==> src/rtl/sdp_rdma_unpack_ng_pkg.sv <==
// Shared SDP unpacker package.
// Holds the unpacker state encoding and small mask helpers used by the
// read-DMA unpacker. Helpers operate on a fixed 32-bit mask container, so
// atom counts up to 32 per beat/word are supported.
package sdp_rdma_unpack_ng_pkg;

  localparam int unsigned UNPK_MAX_ATOMS = 32;

  // Unpacker FSM encoding.
  localparam logic [0:0] UNPK_ACC   = 1'b0;
  localparam logic [0:0] UNPK_FLUSH = 1'b1;

  // Number of set bits in m.
  function automatic int unsigned popcount(input logic [UNPK_MAX_ATOMS-1:0] m);
    int unsigned n;
    n = 0;
    for (int i = 0; i < UNPK_MAX_ATOMS; i++) begin
      n = n + {31'd0, m[i]};
    end
    return n;
  endfunction

  // True when the set bits of m form one run starting at bit 0 (or m == 0).
  // Adding one to such a run carries out of every set bit.
  function automatic logic mask_is_contig(input logic [UNPK_MAX_ATOMS-1:0] m);
    logic [UNPK_MAX_ATOMS-1:0] m_inc;
    m_inc = m + 1'b1;
    return (m & m_inc) == '0;
  endfunction

  // n low ones.
  function automatic logic [UNPK_MAX_ATOMS-1:0] mask_from_cnt(input int unsigned n);
    logic [UNPK_MAX_ATOMS-1:0] m;
    m = '0;
    for (int unsigned i = 0; i < UNPK_MAX_ATOMS; i++) begin
      if (i < n) m[i] = 1'b1;
    end
    return m;
  endfunction

endpackage

==> src/rtl/sdp_unpack_skid2.sv <==
// Two-entry valid/ready FIFO used as the unpacker output register.
// Ports:
//   clk, rst_n         clock, async active-low reset
//   in_vld/in_rdy      push side; in_rdy depends only on registered occupancy
//   in_data [W]        pushed entry
//   out_vld/out_rdy    pop side; out_data is the head entry
//   out_data [W]       head entry, held until popped
// Push and pop may happen in the same cycle.
module sdp_unpack_skid2 #(
  parameter int W = 8
) (
  input  logic         clk,
  input  logic         rst_n,
  input  logic         in_vld,
  output logic         in_rdy,
  input  logic [W-1:0] in_data,
  output logic         out_vld,
  input  logic         out_rdy,
  output logic [W-1:0] out_data
);

  logic [1:0]   cnt_q, cnt_d;
  logic [W-1:0] ent0_q, ent0_d;
  logic [W-1:0] ent1_q, ent1_d;
  logic         pop, push;
  logic [1:0]   cnt_after_pop;

  assign in_rdy   = (cnt_q != 2'd2);
  assign out_vld  = (cnt_q != 2'd0);
  assign out_data = ent0_q;

  // ent0 is always the head; a pop shifts ent1 down, and a push lands in the
  // first slot that is free after that shift.
  always_comb begin
    pop           = out_vld & out_rdy;
    push          = in_vld & in_rdy;
    ent0_d        = ent0_q;
    ent1_d        = ent1_q;
    if (pop) ent0_d = ent1_q;
    cnt_after_pop = cnt_q - {1'b0, pop};
    if (push) begin
      if (cnt_after_pop == 2'd0) ent0_d = in_data;
      else                       ent1_d = in_data;
    end
    cnt_d = cnt_after_pop + {1'b0, push};
  end

  always_ff @(posedge clk or negedge rst_n) begin
    if (!rst_n) begin
      cnt_q  <= 2'd0;
      ent0_q <= '0;
      ent1_q <= '0;
    end else begin
      cnt_q  <= cnt_d;
      ent0_q <= ent0_d;
      ent1_q <= ent1_d;
    end
  end

endmodule

==> src/rtl/sdp_rdma_unpack_ng.sv <==
// SDP read-DMA unpacker: packs masked read-return beats of IN_ATOMS atoms into
// words of OUT_ATOMS atoms, with spill into the next word and explicit
// end-of-frame. Output is registered through a 2-entry FIFO.
// Ports:
//   nvdla_core_clk / nvdla_core_rstn   clock, async active-low reset
//   inp_pvld/inp_prdy, inp_data, inp_mask, inp_end   input beats
//   out_pvld/out_prdy, out_data, out_mask, out_end   packed words
//   err_mask                                         sticky non-contiguous mask flag
// Handshake: a transfer happens on a rising clock edge where valid and ready
// are both high; a producer holds valid and its payload until that edge, and
// ready never depends combinationally on the same interface's valid.
module sdp_rdma_unpack_ng
  import sdp_rdma_unpack_ng_pkg::*;
#(
  parameter int ATOM_W    = 64,
  parameter int IN_ATOMS  = 1,
  parameter int OUT_ATOMS = 4
) (
  input  logic                        nvdla_core_clk,
  input  logic                        nvdla_core_rstn,
  input  logic                        inp_pvld,
  output logic                        inp_prdy,
  input  logic [IN_ATOMS*ATOM_W-1:0]  inp_data,
  input  logic [IN_ATOMS-1:0]         inp_mask,
  input  logic                        inp_end,
  output logic                        out_pvld,
  input  logic                        out_prdy,
  output logic [OUT_ATOMS*ATOM_W-1:0] out_data,
  output logic [OUT_ATOMS-1:0]        out_mask,
  output logic                        out_end,
  output logic                        err_mask
);

  localparam int CNT_W  = $clog2(OUT_ATOMS + 1);
  localparam int SUM_W  = CNT_W + 1;
  localparam int SIZE_W = $clog2(IN_ATOMS + 1);
  localparam int WORD_W = OUT_ATOMS * ATOM_W;
  localparam int FIFO_W = 1 + OUT_ATOMS + WORD_W;
  localparam logic [SUM_W-1:0] OUT_N = SUM_W'(OUT_ATOMS);

  logic [0:0]        state_q, state_d;
  logic [CNT_W-1:0]  pack_cnt_q, pack_cnt_d;
  logic [WORD_W-1:0] acc_q, acc_d;
  logic              err_q, err_d;

  logic [SIZE_W-1:0]    size;
  logic [SUM_W-1:0]     sum;
  logic                 mask_contig;
  logic                 inp_accept;
  logic                 fifo_in_rdy;
  logic [WORD_W-1:0]    word_data;
  logic [WORD_W-1:0]    acc_next;
  int                   slot;
  logic                 push_vld;
  logic                 push_end;
  logic [OUT_ATOMS-1:0] push_mask;
  logic [WORD_W-1:0]    push_data;

  assign size        = SIZE_W'(popcount(UNPK_MAX_ATOMS'(inp_mask)));
  assign sum         = SUM_W'(pack_cnt_q) + SUM_W'(size);
  assign mask_contig = mask_is_contig(UNPK_MAX_ATOMS'(inp_mask));
  assign inp_prdy    = (state_q == UNPK_ACC) & fifo_in_rdy;
  assign inp_accept  = inp_pvld & inp_prdy;
  assign err_mask    = err_q;

  // Atom placement. Set mask bits are taken in ascending order, so a
  // non-contiguous mask still yields popcount atoms. word_data is the word
  // that would be emitted now (atoms that fit before the wrap); acc_next also
  // carries the atoms that wrapped into slots 0.. of the following word.
  // Wrapped slots are always below pack_cnt, so they never collide with the
  // atoms just placed in this beat.
  always_comb begin
    word_data = acc_q;
    acc_next  = acc_q;
    slot      = int'(pack_cnt_q);
    for (int k = 0; k < IN_ATOMS; k++) begin
      if (inp_mask[k]) begin
        if (slot < OUT_ATOMS) begin
          word_data[slot*ATOM_W +: ATOM_W] = inp_data[k*ATOM_W +: ATOM_W];
          acc_next[slot*ATOM_W +: ATOM_W]  = inp_data[k*ATOM_W +: ATOM_W];
        end else begin
          acc_next[(slot-OUT_ATOMS)*ATOM_W +: ATOM_W] = inp_data[k*ATOM_W +: ATOM_W];
        end
        slot = slot + 1;
      end
    end
  end

  // Pack/emit control. Pushes in ACC only happen on an accepted beat, which
  // already implies FIFO space. In FLUSH, pack_cnt holds the spill count.
  always_comb begin
    state_d    = state_q;
    pack_cnt_d = pack_cnt_q;
    acc_d      = acc_q;
    err_d      = err_q;
    push_vld   = 1'b0;
    push_end   = 1'b0;
    push_mask  = '0;
    push_data  = word_data;
    if (state_q == UNPK_ACC) begin
      if (inp_accept) begin
        acc_d = acc_next;
        if (!mask_contig) err_d = 1'b1;
        if (sum < OUT_N) begin
          pack_cnt_d = inp_end ? '0 : CNT_W'(sum);
          if (inp_end && (sum != '0)) begin
            push_vld  = 1'b1;
            push_end  = 1'b1;
            push_mask = OUT_ATOMS'(mask_from_cnt(32'(sum)));
          end
        end else begin
          push_vld  = 1'b1;
          push_mask = '1;
          if (sum == OUT_N) begin
            push_end   = inp_end;
            pack_cnt_d = '0;
          end else begin
            // Full word goes out now; the spill word follows, either with
            // later beats or on its own via FLUSH when the frame ends here.
            pack_cnt_d = CNT_W'(sum - OUT_N);
            if (inp_end) state_d = UNPK_FLUSH;
          end
        end
      end
    end else begin
      if (fifo_in_rdy) begin
        push_vld   = 1'b1;
        push_end   = 1'b1;
        push_data  = acc_q;
        push_mask  = OUT_ATOMS'(mask_from_cnt(32'(pack_cnt_q)));
        pack_cnt_d = '0;
        state_d    = UNPK_ACC;
      end
    end
  end

  always_ff @(posedge nvdla_core_clk or negedge nvdla_core_rstn) begin
    if (!nvdla_core_rstn) begin
      state_q    <= UNPK_ACC;
      pack_cnt_q <= '0;
      acc_q      <= '0;
      err_q      <= 1'b0;
    end else begin
      state_q    <= state_d;
      pack_cnt_q <= pack_cnt_d;
      acc_q      <= acc_d;
      err_q      <= err_d;
    end
  end

  sdp_unpack_skid2 #(
    .W (FIFO_W)
  ) u_skid (
    .clk      (nvdla_core_clk),
    .rst_n    (nvdla_core_rstn),
    .in_vld   (push_vld),
    .in_rdy   (fifo_in_rdy),
    .in_data  ({push_end, push_mask, push_data}),
    .out_vld  (out_pvld),
    .out_rdy  (out_prdy),
    .out_data ({out_end, out_mask, out_data})
  );

endmodule

==> config.mk <==
export PLATFORM = sky130hd
export DESIGN_NAME = sdp_rdma_unpack_ng
export DESIGN_NICKNAME = d
export VERILOG_FILES = /design/src/rtl/sdp_rdma_unpack_ng_pkg.sv /design/src/rtl/sdp_unpack_skid2.sv /design/src/rtl/sdp_rdma_unpack_ng.sv
export SDC_FILE = /design/constraint.sdc
export NUM_CORES = 2
export LEC_CHECK = 0
export ABC_AREA = 1
export BUFFER_PORTS_ARGS = -buffer_cell sky130_fd_sc_hd__buf_2
export CAP_MARGIN = 20
export CORE_MARGIN = 1
export CORE_UTILIZATION = 55
export DETAILED_ROUTE_END_ITERATION = 8
export MAX_ROUTING_LAYER = met4
export PLACE_DENSITY = 0.74
export SLEW_MARGIN = 30
export SYNTH_ARGS = -nofsm -noshare
export SYNTH_HDL_FRONTEND = slang
export SYNTH_SLANG_ARGS = --single-unit
==> constraint.sdc <==
create_clock -name nvdla_core_clk -period 3.1 [get_ports nvdla_core_clk]
set_clock_uncertainty 0.15 [all_clocks]
set_input_delay 0.775 -clock nvdla_core_clk [delete_from_list [all_inputs] [get_ports nvdla_core_clk]]
set_output_delay 0.775 -clock nvdla_core_clk [all_outputs]
set_load 0.02 [all_outputs]
==> metrics.yaml <==
logic_synthesis:
  synth_cell_type_count: 30
  synth.area.top_cells: "dfrtp_1 (46%), nand2_1 (33%), nand3_1 (5.9%)"
  synth_cells: 6534
  yosysTopAreaCellShare_pct: 45.52
  synth_nets: 6612
  yosysTopAreaCell: "dfrtp_1"
  ys_ff_latch: 784
  ys_seq_area_share_pct: 45.52
  ys_warn_count: 0
  syn_area_sq_um: 43100
  syn_avg_cell_area_sq_um: 6.596
power_and_ir_drop:
  clkPwrFrac_pct: 22.8
  power_switching_mw: 21.89
  peakVddDrop_mv: 1.123
  combinationalPowerShare_pct: 44.0
  p_seq_share_pct: 33.2
  swShare_pct: 44.89
  power_density_nw_per_um2: 985.0
  p_int_mw: 26.88
  leakage_nw: 28.50
cts:
  htree_levels: 3
  cts_inserted_buffers: 86
  clkLatencyLatePin_ns: 0.65
  cts_tree: "yes"
  post-cts-setup-buffer-count: 0
  cts.sinks: 784
  clockRootBuffer: "clkbuf_16"
  cts_buffer_depth: 3
  clkTransAtPathRegs_ns: 0.06
floorplanning:
  initial_utilization_pct: 55.64
  io_pins: 334
  dieArea_sq_um: 79490
  row_count: 102
  core_area_sq_um: 77470
  die_h_microns: 281.9
  die_w_microns: 281.9
drt:
  dr.pass1.iters: 6
  drtAntennaViolNets: 0
  routed_wl_microns: 151300
  via_per_inst: 5.591
  drc: 0
  wl_per_cell_microns: 19.37
  drtIter0Drc: 5171
  via_count: 43670
global_route:
  grt_use_met1_pct: 53.09
  busiest_layer: "met2"
  antenna_found_initial: 17
  met2_usage_pct: 56.15
  grt_use_total_pct: 39.14
  grt_max_degree: 174
  grt_overflow: 0
  grt_first_pass_wirelength_microns: 234200
  grt_util_met3_pct: 10.31
  grt_pass1_vias: 40110
worst_setup_path:
  worst_path_most_repeated_cell: "nand2_1"
  critPathRequiredTime_ns: 3.48
  crit_arrival_ns: 3.35
  crit_fanout: 20
  reg2reg_from: "pack_cnt_q[0]"
  crit_start: "pack_cnt_q[0]"
  path_cells: "inv_2, ha_1, inv_1, ha_1, buf_6, nor2_2, nand2_2, clkinv_2, buf_12, nand2_1, o21ai_1, nand2_1, nand2_1"
  slowest_stage: "dfrtp_2"
  cp-end-kind: "flip-flop"
  startpoint_type: "flip-flop"
  path_class: "flip-flop to flip-flop"
  slowest_delay_ns: 0.45
final_layout:
  ff_latch_area_sq_um: 19620
  fillers: 6942
  layout-drive-gt1-share_pct: 10.05
  finalNetCount: 6771
  final_common_cell: "nand2_1"
  multi_input_area_sq_um: 20210
  area_growth_pct: 14.87
  final_cell_mix: "nand2_1 (3829), dfrtp_1 (782), nand3_1 (510), inv_1 (375), buf_2 (331)"
timing:
  slew_headroom_pct: 29.05
  rsz0062_at_grt: "no"
  tightest_slew_ns: 1.064
  setup_tns_ns: 0
  setup_slack_ns: 0.1342
  slew_viol_final: 0
  finalCritPeriodShare_pct: 95.67
  finalHoldViolations: 0
  setup-violations-final: 0
  fmax_mhz: 337.2
  period_needed_ns: 2.966
placed_design:
  dp_hpwl_microns: 97280
  port_buffers: 332
  gp_congestion: 0.9297
  dpl_worst_slack_ns: 0.04329
job:
  cap_violations: 0
worst_hold_path:
  hold_path.class: "primary input to flip-flop"
  hp-start: "inp_end"
run_status:
  status: "complete, no violations"
==> worst paths after layout <==
path	endpoint	slack, ns	cells after the start
max reg2reg	acc_q[197]	0.13	13
min	state_q	0.31	3
min reg2reg	acc_q[135]	0.33	2
min in group asynchronous	u_skid.ent1_q[121]	0.53	2
max in group asynchronous	u_skid.out_data[23]	1.35	4
max	acc_q[197]	0.13	13
==> sequential cells by signal (all words and copies together) (netlist names) <==
signal           count
u_skid.ent1_q      261
state_q              1
u_skid.cnt_q         2
acc_q              256
u_skid.out_data    261
pack_cnt_q           3
==> cell type report <==
class                      count  share of cell area, %
antenna                       16                0.08087
tap                         1040                  2.628
multi-input combinational   4931                  40.82
timing repair buffer         499                  7.738
inverter                     391                  3.037
clock inverter                30                 0.9704
sequential                   784                  39.63
clock buffer                 121                  5.087
==> logic make-up after synthesis <==
logic type | share of synthesized area [%]
compound gates | 5.806
xor+xnor | 0.02032
fa+ha+maj | 0.2322
buf+inv | 7.954
flops | 45.52
other cells | 0.008700
simple gates | 40.46
==> power by group through the flow <==
stage                     combinational (mW)  sequential (mW)  clock (mW)
after floorplan                         12.3             17.1           0
after global placement                  20.5             16.2           0
after detailed placement                21.0             16.2           0
after CTS                               21.1             16.1        11.1
after global routing                    23.6             16.6        11.5
final                                   21.5             16.2        11.1
==> stage by stage <==
| step | hold slack [ns] | power (mW) | instance area [sq um] | std cells | utilization (%) |
|---|---|---|---|---|---|
| after floorplan | 0.2988 | 29.43 | 43100 | 6534 | - |
| after global placement | 0.3106 | 36.70 | 46450 | 7644 | 59.96 |
| after detailed placement | 0.3146 | 37.17 | 46450 | 7644 | 59.96 |
| after CTS | 0.2913 | 48.35 | 49460 | 7796 | 63.84 |
| after global routing | 0.3318 | 51.73 | 49510 | 7811 | 63.91 |
| final | 0.3105 | 48.77 | 49510 | 7812 | 63.91 |
==> routing by layer <==
metal  part of all wire [%]  wire (microns)
met1                     41           61620
met2                     43           65350
met3                     12           18720
met4                    3.7            5595
met5                      0               0
==> worst max-delay path: cells and delay by family (launching register included) <==
family                     cells  cell delay (ns)
AOI/OAI and AO/OA              1             0.07
adders and majority gates      2             0.57
buffers and inverters          5             1.06
DFF                            1             0.45
and+or+nand+nor                5             0.53
==> cells in the mapped netlist <==
master,count
buf_4,23
nor2_1,58
inv_2,16
inv_1,375
o22ai_1,88
a21oi_2,1
a21oi_1,3
o21ai_0,105
nand2_2,4
nand2_1,3836
nand4_1,1
nor4_1,25
or2_1,1
o31ai_1,1
xor2_1,1
nor2_2,6
o211ai_1,2
buf_2,190
clkbuf_1,179
nand3_1,510
buf_6,4
nor3_1,2
buf_1,32
o32ai_1,1
and3_1,1
dfrtp_1,784
o21ai_1,274
nor2_4,2
conb_1,1
ha_1,8
==> timing repair <==
| action | CTS | global route |
|---|---|---|
| endpoints found under the hold margin | 46 | 0 |
| gates resized for setup | 0 | 4 |
| endpoints found under the setup margin | 0 | 28 |
| hold buffers | 1 | 0 |
(Power assumes the default switching activity.)
